**config.mk**
```make
export PLATFORM = sky130hd
export DESIGN_NAME = gray_counter
export DESIGN_NICKNAME = d
export VERILOG_FILES = /design/src/rtl/gray_pkg.sv /design/src/rtl/gray_to_bin.sv /design/src/rtl/gray_counter.sv
export SDC_FILE = /design/constraint.sdc
export NUM_CORES = 1
export LEC_CHECK = 0
export ABC_AREA = 1
export CORE_UTILIZATION = 30
export CTS_CLUSTER_DIAMETER = 30
export DETAILED_ROUTE_END_ITERATION = 6
export GPL_TIMING_DRIVEN = 0
export PLACE_DENSITY_LB_ADDON = 0.08
export SLEW_MARGIN = 5
export SYNTH_ARGS = -nofsm -noshare
export SYNTH_HDL_FRONTEND = slang
export SYNTH_SLANG_ARGS = --single-unit
export TNS_END_PERCENT = 5
```
**constraint.sdc**
```tcl
create_clock -name clk -period 3.35 [get_ports clk]
set_input_delay 0.8375 -clock clk [delete_from_list [all_inputs] [get_ports clk]]
set_output_delay 0.8375 -clock clk [all_outputs]
set_load 0.02 [all_outputs]
```
**src/rtl/gray_pkg.sv**
```systemverilog
// rtl/gray_pkg.sv - shared Gray-code helpers and width limits
package gray_pkg;

  localparam int MAX_WIDTH = 32;

  function automatic logic [MAX_WIDTH-1:0] bin2gray(
    input logic [MAX_WIDTH-1:0] value,
    input int                   width
  );
    logic [MAX_WIDTH-1:0] mask;
    if (width >= MAX_WIDTH) begin
      mask = '1;
    end else begin
      mask = (MAX_WIDTH'(1) << width) - MAX_WIDTH'(1);
    end
    return (value ^ (value >> 1)) & mask;
  endfunction

  // Prefix XOR from the MSB down, restricted to the low `width` bits.
  function automatic logic [MAX_WIDTH-1:0] gray2bin(
    input logic [MAX_WIDTH-1:0] value,
    input int                   width
  );
    logic [MAX_WIDTH-1:0] result;
    logic                 acc;
    result = '0;
    acc    = 1'b0;
    for (int i = MAX_WIDTH - 1; i >= 0; i--) begin
      if (i < width) begin
        acc       = acc ^ value[i];
        result[i] = acc;
      end
    end
    return result;
  endfunction

endpackage

```
**src/rtl/gray_to_bin.sv**
```systemverilog
// rtl/gray_to_bin.sv - combinational Gray-to-binary prefix-XOR decoder
module gray_to_bin #(
  parameter int WIDTH = 4
) (
  input  logic [WIDTH-1:0] gray_i,
  output logic [WIDTH-1:0] bin_o
);

  // Each binary bit is the parity of the Gray bits at and above it.
  for (genvar i = 0; i < WIDTH; i++) begin : g_bit
    assign bin_o[i] = ^gray_i[WIDTH-1:i];
  end

endmodule

```
**src/rtl/gray_counter.sv**
```systemverilog
// rtl/gray_counter.sv - registered up/down Gray counter with a Gray decode channel
module gray_counter
  import gray_pkg::*;
#(
  parameter int          WIDTH       = 4,
  parameter int unsigned RESET_VALUE = 0
) (
  input  logic             clk,
  input  logic             rst,
  input  logic             en,
  input  logic             up,
  input  logic             load,
  input  logic [WIDTH-1:0] load_bin,
  output logic [WIDTH-1:0] bin_q,
  output logic [WIDTH-1:0] gray_q,
  output logic             wrap,
  input  logic             conv_valid_in,
  input  logic [WIDTH-1:0] gray_in,
  output logic             conv_valid_out,
  output logic [WIDTH-1:0] conv_bin_out
);

  localparam logic [WIDTH-1:0] RESET_BIN  = RESET_VALUE[WIDTH-1:0];
  localparam logic [WIDTH-1:0] RESET_GRAY = RESET_BIN ^ (RESET_BIN >> 1);

  logic [WIDTH-1:0] bin_d;
  logic [WIDTH-1:0] gray_d;
  logic             wrap_d;
  logic             wrap_q;
  logic [WIDTH-1:0] conv_dec;
  logic [WIDTH-1:0] conv_bin_d;
  logic [WIDTH-1:0] conv_bin_q;
  logic             conv_valid_d;
  logic             conv_valid_q;

  // Gray is encoded from the next binary value so both registers move together.
  always_comb begin
    bin_d  = bin_q;
    wrap_d = 1'b0;
    if (load) begin
      bin_d = load_bin;
    end else if (en) begin
      if (up) begin
        bin_d  = bin_q + WIDTH'(1);
        wrap_d = &bin_q;
      end else begin
        bin_d  = bin_q - WIDTH'(1);
        wrap_d = ~|bin_q;
      end
    end
    gray_d = WIDTH'(bin2gray(MAX_WIDTH'(bin_d), WIDTH));
  end

  gray_to_bin #(
    .WIDTH (WIDTH)
  ) u_gray_to_bin (
    .gray_i (gray_in),
    .bin_o  (conv_dec)
  );

  always_comb begin
    conv_valid_d = conv_valid_in;
    conv_bin_d   = conv_bin_q;
    if (conv_valid_in) begin
      conv_bin_d = conv_dec;
    end
  end

  always_ff @(posedge clk or posedge rst) begin
    if (rst) begin
      bin_q        <= RESET_BIN;
      gray_q       <= RESET_GRAY;
      wrap_q       <= 1'b0;
      conv_valid_q <= 1'b0;
      conv_bin_q   <= '0;
    end else begin
      bin_q        <= bin_d;
      gray_q       <= gray_d;
      wrap_q       <= wrap_d;
      conv_valid_q <= conv_valid_d;
      conv_bin_q   <= conv_bin_d;
    end
  end

  assign wrap           = wrap_q;
  assign conv_valid_out = conv_valid_q;
  assign conv_bin_out   = conv_bin_q;

endmodule

```
After elaboration in Yosys (flattened, before gate mapping)
Index checks and enable logic that the tools add are counted.
- $add $sub $neg: 2
- multiplexer cells: 6
- bitwise gates (word level): 1
- reductions and logical operators: 6
- operators by type and width (kind ; count):
    4-bit 2-to-1 mux ; 3
    4-bit by 1-bit adder with 4-bit output, second input constant ; 1
    4-bit AND reduction ; 1
    4-bit OR reduction ; 1
    4-bit XOR reduction ; 1
    4-bit by 1-bit subtractor with 4-bit output, second input constant ; 1
    4-bit by 3-bit bitwise XOR with 4-bit output ; 1
    1-bit 2-to-1 mux ; 3
    3-bit XOR reduction ; 1
    2-bit XOR reduction ; 1
    1-bit zero test ; 1
- register bits: 14

Longest topological paths before layout
- depth after elaboration: 5
- depth in mapped cells: 11
- depth with buffers taken out: 11

Hierarchy
Synthesis repeated with hierarchy kept, for this count alone.
- cell total of the unflattened synthesis: 91
- area total of the unflattened synthesis: 748.2 um2
- by module, submodules not included (module ; times used ; cells each ; area each (um2)):
    gray_counter ; 1 ; 70 ; 658.1
    gray_to_bin ; 1 ; 21 ; 90.1

Least setup slack after synthesis
OpenSTA, ideal clock, no wires.
- path type: input-to-reg
- start: in up
- end: reg gray_q[1]
- library setup time: 0.130 ns
- arrival: 1.847 ns
- data required time: 3.220 ns
- slack: 1.373 ns
- stages: 7
- path buffers: 0
- cells stage by stage: inv_1 > fa_1 > nand2_1 > nand2_1 > nand2_1 > o21a_2 > xor2_1
- word-level cells in the longest chain between the ends: 4
- RTL lines (element ; RTL line ; text):
    from (decl) ; gray_counter.sv:11 ; input logic up,
    4-bit 2-to-1 mux ; gray_counter.sv:43 ; if (up) begin
    4-bit 2-to-1 mux ; gray_counter.sv:42 ; end else if (en) begin
    4-bit 2-to-1 mux ; gray_counter.sv:40 ; if (load) begin
    4-bit by 3-bit bitwise XOR with 4-bit output ; gray_pkg.sv:16 ; return (value ^ (value >> 1)) & mask;
    via gray_d[1] ; gray_counter.sv:27 ; logic [WIDTH-1:0] gray_d;
    to (signal assigned) ; gray_counter.sv:78 ; gray_q <= gray_d;
    to (decl) ; gray_counter.sv:15 ; output logic [WIDTH-1:0] gray_q,
The timed path passes the listed nets, and every way through them passes these cells.
A chain may end at the register's enable or synchronous reset.

Final worst setup path
Ends and elaborated chain as after synthesis.

==> impl_metrics.ini <==
[yosys]
syn_inst = 82
synthTopCellsByArea = dfrtp_1, nand2_1, inv_1, xnor2_1, xor2_1
syn_nets = 99
avgSynthCellArea_sq_um = 8.42
synthDistinctLibCells = 19
synth_top_cell_by_area = dfrtp_1
yosysTopAreaCellShare_pct = 47.1
yosys_warnings = 0
seq_area_frac_synth_pct = 47.1
ys_ff_latch = 13
syn_area_sq_um = 691

[pwr]
power_density_nw_per_um2 = 444
p_leak_nw = 0.489
ir_drop_mv = 0.287
p_total_mw = 0.454

[setup_path]
critPathCaptureType = flop
worstSetupPathType = input pin to flop
cp_max_fo = 4
path_cells = clkdlybuf4s50_1 > inv_1 > fa_1 > nand2_1 > nand2_1 > nand2_1 > o21a_2 > xor2_1
critPathTopFamily = buffers and inverters
crit_cells = 8
critPathRequiredTime_ns = 3.50
cpMaxStageDelayCell = fa_1
cpMostUsedCell = nand2_1
r2r_slack_ns = 1.77
start_kind = input pin
max_stage_delay_ns = 0.55
timing.critical_path.buf_inv = 2
arrival_ns = 2.42
r2r_cells = 6

[timing]
rsz0062_at_grt = no
max_freq_ghz = 0.441
finClkSkew_ns = 0.00203
fin_setup_tns_ns = 0
tightest_slew_ns = 0.475
setup_viol = 0
max_slew_margin_pct = 68.3
period_needed_ns = 2.27
hold_viol_final = 0
fin_crit_sh_pct = 67.7
worst_slack_ns = 1.08
slew_viol_final = 0

[hold_path]
hold_path_class = flop to flop
min_path_cells = 2

[placed_design]
dp_hpwl_um = 1060
globalplace.congestion = 0.756
pre_cts_ws_ns = 0.793
place.port_buffers = 27

[clocking]
clockBufferDepth = 2
cts_setup_buffers = 0
clkLatencyLatePin_ns = 0.27
clk_pin_slew_ns = 0.07
postCtsHoldBufs = 0
clkSinkCount = 13
cts_buffers = 3
cts_tree = yes
cts-root-buf = clkbuf_4
cts_max_level = 1
cts_resized = 0

[floorplan]
die_h_um = 50.0
rows = 17
die_area_sq_um = 2500
core_area_sq_um = 2190
initial_core_util_pct = 31.5
io_pins = 28
die-width_um = 50.0

[finish]
diodes = 0
drive_gt1_share_pct = 7.96
mostFrequentLayoutCells = clkdlybuf4s50_1, nand2_1, dfrtp_1, inv_1, nand3_1
nNetsFinal = 131
areaGrowthSynthToFinish_pct = 48.0
layout_commonest_cell = clkdlybuf4s50_1

[global_routing]
grt_pass1_vias = 579
grt_pass1_wl_um = 2380
antenna_found_initial = 0
grt_max_degree = 14
grt_usage_pct = 13.0
gr-total-overflow = 0

[detailed_routing]
drc = 0
firstDrtPassIters = 4
vias = 604
ant_nets = 0
drt_iter0_markers = 6
avgRoutedWirePerCell_um = 9.60
wl_um = 1350
via_per_inst = 4.28

[outcome]
status = finished clean

[flow_run]
cap_violations = 0
[final cells by class]
cell class / count / area (sq um)
fill: 224 / 1170
tap: 28 / 35.0
sequential: 13 / 325
multi-input combinational: 56 / 313
clock buffer: 4 / 26.3
buffer: 1 / 7.51
inverter: 12 / 45.0
timing repair buffer: 27 / 270
[cell families (layout without fill, tap and decap cells)]
kind of cell,after synthesis,after routing,share of synthesized area (%)
DFF,13,13,47.1
xor gates and xnor gates,6,6,7.61
AOI/OAI and AO/OA,10,10,8.33
buffers and inverters,13,44,7.61
adders and majority gates,3,3,6.52
and+or+nand+nor,37,37,22.8
[worst register-to-register path: cells and delay by family, from the launching register on]
family	cells	cell delay (ns)
flip-flops	1	0.46
AND/OR/NAND/NOR	3	0.16
XOR/XNOR	1	0.16
adder cells (fa/ha/maj)	1	0.54
AO/OA/AOI/OAI	1	0.14
[through the flow]
step | util (%) | cells | instance area (sq um) | hold slack (ns)
detailed placement | 45.5 | 137 | 996 | 0.464
global placement | 45.5 | 137 | 996 | 0.457
global route | 46.7 | 141 | 1020 | 0.515
floorplan | - | 82 | 691 | 0.582
finish | 46.7 | 141 | 1020 | 0.476
CTS | 46.7 | 141 | 1020 | 0.483
[flip-flops by register name, summed over array words and instances, names as in the netlist]
register,count
conv_bin_out,4
bin_q,4
wrap,1
conv_valid_out,1
gray_q,3
[path summary, 6_finish.rpt]
kind                                               end                        start
min                        conv_bin_out[3]$_DFFE_PP0P_  conv_bin_out[3]$_DFFE_PP0P_
min reg2reg                conv_bin_out[3]$_DFFE_PP0P_  conv_bin_out[3]$_DFFE_PP0P_
max                                gray_q[1]$_DFF_PP0_                           up
max reg2reg                        gray_q[1]$_DFF_PP0_           bin_q[0]$_DFF_PP0_
max in group asynchronous           bin_q[2]$_DFF_PP0_                          rst
min in group asynchronous  conv_bin_out[0]$_DFFE_PP0P_                          rst
[power by group]
part,switching (mW),internal [mW]
sequential,0.0160,0.178
combinational,0.0839,0.0829
clock,0.0471,0.0462
total,0.147,0.307
[cells in the mapped netlist, drive strengths merged]
cell type and instances:
dfrtp 13, nor2 3, buf 1, xor2 3, ha 2, nand3 5
a21oi 3, fa 1, nor4 1, or2 3, nand2 25, o21a 1
inv 12, xnor2 3, o21ai 6
[per-layer routing]
layer  GRT usage, %  up-vias  share of wire (%)
li1               -      318                  -
met1           16.2      261                 47
met2           19.6       21                 44
met3           5.56        4                7.2
met4           5.24        0                1.5
met5              0        -                  0
No activity file was read; power rests on OpenSTA's default activity.
